$ cat src/rtl/ex_mem_stage.sv
// RV64I execute stage: forwarding, ALU, branch resolution, and the EX/MEM pipeline register.
// A taken branch pulses for one cycle and squashes the wrong-path instruction that follows it.
module ex_mem_stage #(
    parameter int XLEN       = 64,
    parameter int REG_ADDR_W = 5
) (
    input  logic                  clk,
    input  logic                  reset,
    input  logic                  stall,
    input  logic                  Flush,
    input  logic [XLEN-1:0]       program_counter_addr,
    input  logic [XLEN-1:0]       read_data1,
    input  logic [XLEN-1:0]       read_data2,
    input  logic [XLEN-1:0]       immediate_value,
    input  logic [3:0]            function_code,
    input  logic [REG_ADDR_W-1:0] destination_reg,
    input  logic [REG_ADDR_W-1:0] source_reg1,
    input  logic [REG_ADDR_W-1:0] source_reg2,
    input  logic                  MemtoReg,
    input  logic                  RegWrite,
    input  logic                  Branch,
    input  logic                  MemWrite,
    input  logic                  MemRead,
    input  logic                  ALUSrc,
    input  logic [1:0]            ALU_op,
    input  logic                  wb_reg_write,
    input  logic [REG_ADDR_W-1:0] wb_rd,
    input  logic [XLEN-1:0]       wb_data,
    output logic [XLEN-1:0]       alu_result_out,
    output logic [XLEN-1:0]       write_data_out,
    output logic [REG_ADDR_W-1:0] destination_reg_out,
    output logic                  MemtoReg_out,
    output logic                  RegWrite_out,
    output logic                  MemWrite_out,
    output logic                  MemRead_out,
    output logic                  branch_taken_out,
    output logic [XLEN-1:0]       branch_target_out
);

    localparam int SHW = $clog2(XLEN);

    typedef enum logic [3:0] {
        ALU_ADD, ALU_SUB, ALU_AND, ALU_OR, ALU_XOR,
        ALU_SLL, ALU_SRL, ALU_SRA, ALU_SLT, ALU_SLTU
    } alu_ctl_e;

    alu_ctl_e        alu_ctl;
    logic [3:0]      alu_code;
    logic [XLEN-1:0] fwd_a, fwd_b, alu_b, alu_res, branch_target;
    logic [SHW-1:0]  shamt;
    logic            a_lt_s, a_lt_u, a_eq, branch_cond, branch_taken;

    // MEM stage result has priority over WB; x0 is never forwarded.
    always_comb begin
        fwd_a = read_data1;
        if (RegWrite_out && destination_reg_out != '0 && destination_reg_out == source_reg1)
            fwd_a = alu_result_out;
        else if (wb_reg_write && wb_rd != '0 && wb_rd == source_reg1)
            fwd_a = wb_data;
    end

    always_comb begin
        fwd_b = read_data2;
        if (RegWrite_out && destination_reg_out != '0 && destination_reg_out == source_reg2)
            fwd_b = alu_result_out;
        else if (wb_reg_write && wb_rd != '0 && wb_rd == source_reg2)
            fwd_b = wb_data;
    end

    assign alu_b = ALUSrc ? immediate_value : fwd_b;

    // I-type keeps funct7[5] only for srai, so addi never decodes as sub.
    always_comb begin
        alu_code = function_code;
        if (ALU_op == 2'b11 && function_code[2:0] != 3'b101)
            alu_code = {1'b0, function_code[2:0]};
        alu_ctl = ALU_ADD;
        case (ALU_op)
            2'b00: alu_ctl = ALU_ADD;
            2'b01: alu_ctl = ALU_SUB;
            default: begin
                case (alu_code)
                    4'b0000: alu_ctl = ALU_ADD;
                    4'b1000: alu_ctl = ALU_SUB;
                    4'b0111: alu_ctl = ALU_AND;
                    4'b0110: alu_ctl = ALU_OR;
                    4'b0100: alu_ctl = ALU_XOR;
                    4'b0001: alu_ctl = ALU_SLL;
                    4'b0101: alu_ctl = ALU_SRL;
                    4'b1101: alu_ctl = ALU_SRA;
                    4'b0010: alu_ctl = ALU_SLT;
                    4'b0011: alu_ctl = ALU_SLTU;
                    default: alu_ctl = ALU_ADD;
                endcase
            end
        endcase
    end

    assign shamt = alu_b[SHW-1:0];

    always_comb begin
        alu_res = '0;
        case (alu_ctl)
            ALU_ADD:  alu_res = fwd_a + alu_b;
            ALU_SUB:  alu_res = fwd_a - alu_b;
            ALU_AND:  alu_res = fwd_a & alu_b;
            ALU_OR:   alu_res = fwd_a | alu_b;
            ALU_XOR:  alu_res = fwd_a ^ alu_b;
            ALU_SLL:  alu_res = fwd_a << shamt;
            ALU_SRL:  alu_res = fwd_a >> shamt;
            ALU_SRA:  alu_res = $signed(fwd_a) >>> shamt;
            ALU_SLT:  alu_res = {{(XLEN-1){1'b0}}, $signed(fwd_a) < $signed(alu_b)};
            ALU_SLTU: alu_res = {{(XLEN-1){1'b0}}, fwd_a < alu_b};
            default:  alu_res = '0;
        endcase
    end

    assign a_eq   = (fwd_a == fwd_b);
    assign a_lt_s = ($signed(fwd_a) < $signed(fwd_b));
    assign a_lt_u = (fwd_a < fwd_b);

    always_comb begin
        branch_cond = 1'b0;
        case (function_code[2:0])
            3'b000:  branch_cond = a_eq;
            3'b001:  branch_cond = !a_eq;
            3'b100:  branch_cond = a_lt_s;
            3'b101:  branch_cond = !a_lt_s;
            3'b110:  branch_cond = a_lt_u;
            3'b111:  branch_cond = !a_lt_u;
            default: branch_cond = 1'b0;
        endcase
    end

    assign branch_taken  = Branch && branch_cond;
    assign branch_target = program_counter_addr + immediate_value;

    // The instruction behind a taken branch is captured as a bubble, same as Flush.
    always_ff @(posedge clk) begin
        if (reset || Flush || branch_taken_out) begin
            alu_result_out      <= '0;
            write_data_out      <= '0;
            destination_reg_out <= '0;
            MemtoReg_out        <= 1'b0;
            RegWrite_out        <= 1'b0;
            MemWrite_out        <= 1'b0;
            MemRead_out         <= 1'b0;
            branch_taken_out    <= 1'b0;
            branch_target_out   <= '0;
        end else if (stall) begin
            branch_taken_out    <= 1'b0;
        end else begin
            alu_result_out      <= alu_res;
            write_data_out      <= fwd_b;
            destination_reg_out <= destination_reg;
            MemtoReg_out        <= MemtoReg;
            RegWrite_out        <= RegWrite;
            MemWrite_out        <= MemWrite;
            MemRead_out         <= MemRead;
            branch_taken_out    <= branch_taken;
            branch_target_out   <= branch_target;
        end
    end

endmodule

$ cat config.mk
export PLATFORM = sky130hd
export DESIGN_NAME = ex_mem_stage
export DESIGN_NICKNAME = d
export VERILOG_FILES = /design/src/rtl/ex_mem_stage.sv
export SDC_FILE = /design/constraint.sdc
export NUM_CORES = 2
export LEC_CHECK = 0
export CORE_ASPECT_RATIO = 0.9
export CORE_MARGIN = 2
export CORE_UTILIZATION = 30
export CTS_CLUSTER_DIAMETER = 80
export DETAILED_ROUTE_END_ITERATION = 6
export PLACE_DENSITY_LB_ADDON = 0.12
export SLEW_MARGIN = 15
export SYNTH_ARGS = -nofsm -noshare
export SYNTH_HDL_FRONTEND = slang
export SYNTH_SLANG_ARGS = --single-unit
$ cat constraint.sdc
create_clock -name clk -period 6.5 [get_ports clk]
set_clock_uncertainty 0.15 [all_clocks]
set_input_delay 0.975 -clock clk [delete_from_list [all_inputs] [get_ports clk]]
set_output_delay 0.975 -clock clk [all_outputs]
set_load 0.05 [all_outputs]
==> flow_summary.json <==
{
  "tritoncts": "yes",
  "period_needed_ns": 6.39,
  "grt_pass1_wl_um": 422000,
  "slowest_stage": "or4_4",
  "synth-edff-count": 0,
  "clock_sinks": 202,
  "fin_crit_sh_pct": 98.3,
  "pwr_density_cell_nw_per_um2": 179,
  "cp.required_ns": 6.85,
  "hold_violations": 0,
  "synth_cell_types": 103,
  "finalMaxSlewViolations": 0,
  "synth_nets": 6144,
  "clockBufferDepth": 3,
  "layout_common_cells": "buf_4 (1575), clkdlybuf4s50_1 (553), o21ai_0 (520)",
  "hold_depth": 2,
  "synth_xor_area_share_pct": 2.28,
  "layout_commonest_cell": "buf_4",
  "syn_area_sq_um": 36100,
  "num_rows": 120,
  "firstDrtPassIters": 7,
  "async_flop_share_pct": 0,
  "cp.arrival_ns": 6.75,
  "root_buffer": "clkbuf_16",
  "ir_drop_v": 0.000168,
  "avgSynthCellArea_sq_um": 6.60,
  "critPathLaunchType": "primary input",
  "final-setup-viol-count": 0,
  "boundaryPins": 559,
  "synth_compound_area_share_pct": 38.1,
  "clkTransAtPathRegs_ns": 0.06,
  "ys_ff_latch": 202,
  "leakage_nw": 24.8,
  "dp_worst_setup_slack_ns": -1.11,
  "antenna_left": 0,
  "crit_family": "compound AO/OA/AOI/OAI gates",
  "r2r_cells": 23,
  "fin_area_sq_um": 56500,
  "cts_hold_buf": 0,
  "cts_buffers": 35,
  "ys_seq_area_share_pct": 11.2,
  "place_hpwl_um": 257000,
  "synth_mux_area_share_pct": 6.70,
  "hold_start": "branch_target_out[39]",
  "overflow": 0,
  "synthDominantCellAreaShare_pct": 11.2,
  "die_w_um": 369,
  "dieArea_sq_um": 123000,
  "fin_util_pct": 47.5,
  "worstPathMaxFanout": 29,
  "place_congestion": 1.13,
  "final_nets": 7947,
  "grt_max_degree": 98,
  "reg2reg_slack_ns": 0.51,
  "worstReg2RegStart": "destination_reg_out[0]",
  "drive_gt1_share_pct": 25.6,
  "synth_fa_ha_area_share_pct": 11.4,
  "finalNonFillerCells": 8907,
  "worst_pin_slew_ns": 1.25,
  "power_mw": 10.1,
  "critPathKind": "in -> reg",
  "yosys_warnings": 0,
  "ys.flop_type": "dfxtp_1",
  "violations": "design-rule violations",
  "netlist_top_cells_area": "ha_1 (11%), dfxtp_1 (11%), o21ai_0 (7.8%)",
  "num_vias": 56748,
  "place_area_sq_um": 54800,
  "synth_top_area_cell": "ha_1",
  "yosys.area_share.simple_pct": 22.6,
  "max_freq_ghz": 0.156,
  "status": "finished, violations left",
  "postSynthCellCount": 5460,
  "die_h_um": 333,
  "worstReg2RegEnd": "alu_result_out[59]",
  "fill_cells": 12332,
  "dp.cells": 8809,
  "drt_wl_total_um": 311000,
  "wl_per_cell_um": 34.9,
  "setup_tns_ns": 0,
  "portBuffers": 558,
  "relSlewSlack_pct": 16.5,
  "path_depth": 25,
  "globalRouteTotalUtil_pct": 48.3,
  "syn2layout_area_growth_pct": 56.8,
  "end_kind": "flop",
  "cpPeakStageDelay_ns": 0.60,
  "finalWorstSetupSlack_ns": 0.108,
  "max_cap_violations": 0,
  "vias_per_cell": 6.37,
  "drcViolationCount": 3,
  "hp-class": "reg -> reg",
  "h-tree-depth": 2,
  "crit_top_cell": "buf_4",
  "worst-path-buf-inv": 8,
  "clk_latency_ns": 0.62,
  "core_sq_um": 119000,
  "start_util_pct": 30.3,
  "grt_pass1_vias": 52336,
  "synth_top_family_by_area": "compound AO/OA/AOI/OAI gates",
  "hold_end": "branch_target_out[39]",
  "drtIter0Drc": 8261,
  "antenna_found_initial": 44,
  "timing.hold.ws_ns": 0.311
}
[layer usage]
layer | routed length (um) | track usage [%] | up-vias
li1 | - | - | 24097
met5 | 285 | 0.432 | -
met4 | 23600 | 29.8 | 34
met1 | 124000 | 62.3 | 27398
met3 | 41600 | 17.7 | 975
met2 | 121000 | 67.5 | 4244
[synth_stat cells, types with 33 or more instances]
master / n
xnor2_1: 70
buf_1: 49
o22ai_1: 70
ha_1: 324
o21a_1: 37
dfxtp_1: 202
a31oi_1: 137
o211ai_1: 73
nand2b_1: 33
a21oi_1: 483
nand4_1: 62
clkbuf_1: 285
a221oi_1: 59
nor3_1: 174
a22oi_1: 40
inv_1: 273
nand2_1: 520
a211oi_1: 73
nand3_1: 296
a32oi_1: 40
o221ai_1: 43
a21o_1: 94
nor2_1: 500
mux2i_1: 211
buf_2: 72
o21bai_1: 53
o21ai_0: 559
[cells by family (layout without fill, tap and decap cells)]
logic type,count (synthesis),count (layout)
fa+ha+maj,327,327
buf+inv,698,2528
compound gates,2120,2120
flops,202,202
simple gates,1788,1788
other cells,0,31
xor+xnor,94,94
mux,231,231
[report_power, final]
group	switching [mW]	internal, mW	total, mW
Combinational	3.96	2.64	6.60
Clock	0.885	1.24	2.13
Sequential	0.117	1.30	1.42
Total	4.96	5.18	10.1
[flip-flops by register name, summed over array words and instances, names as in the netlist]
| register | count |
|---|---|
| MemRead_out | 1 |
| MemWrite_out | 1 |
| MemtoReg_out | 1 |
| RegWrite_out | 1 |
| alu_result_out | 64 |
| branch_taken_out | 1 |
| branch_target_out | 64 |
| destination_reg_out | 5 |
| write_data_out | 64 |
[worst min-delay path, stage by stage, from the launching register on]
cell     delay (ns)
dfxtp_1        0.30
nand2_1        0.06
a21oi_1        0.05
[worst max path at each step]
| stage | startpoint | to |
|---|---|---|
| after floorplan | wb_rd[2] | alu_result_out[0] |
| after global placement | wb_rd[4] | alu_result_out[45] |
| after detailed placement | wb_rd[4] | alu_result_out[45] |
| after CTS | wb_rd[4] | alu_result_out[0] |
| after global routing | wb_rd[3] | alu_result_out[58] |
| final | wb_rd[3] | alu_result_out[0] |
[cell type report]
cell class                 count  area (sq um)  share of cell area (%)
antenna                       31          77.6                   0.137
clock buffer                  45           983                    1.74
clock inverter                19           259                   0.458
inverter                     281          1070                    1.89
multi-input combinational   4560         29700                    52.6
sequential                   202          4040                    7.15
tap                         1586          1980                    3.51
timing repair buffer        2183         18400                    32.5
[timing repair]
action,4_1_cts,5_1_grt
gates cloned,0,1
buffers inserted,0,2
endpoints found under the hold margin,0,0
endpoints found under the setup margin,21,34
gates resized for setup,33,84
pin swaps,1,11
Power figures use the tool's default switching activity.
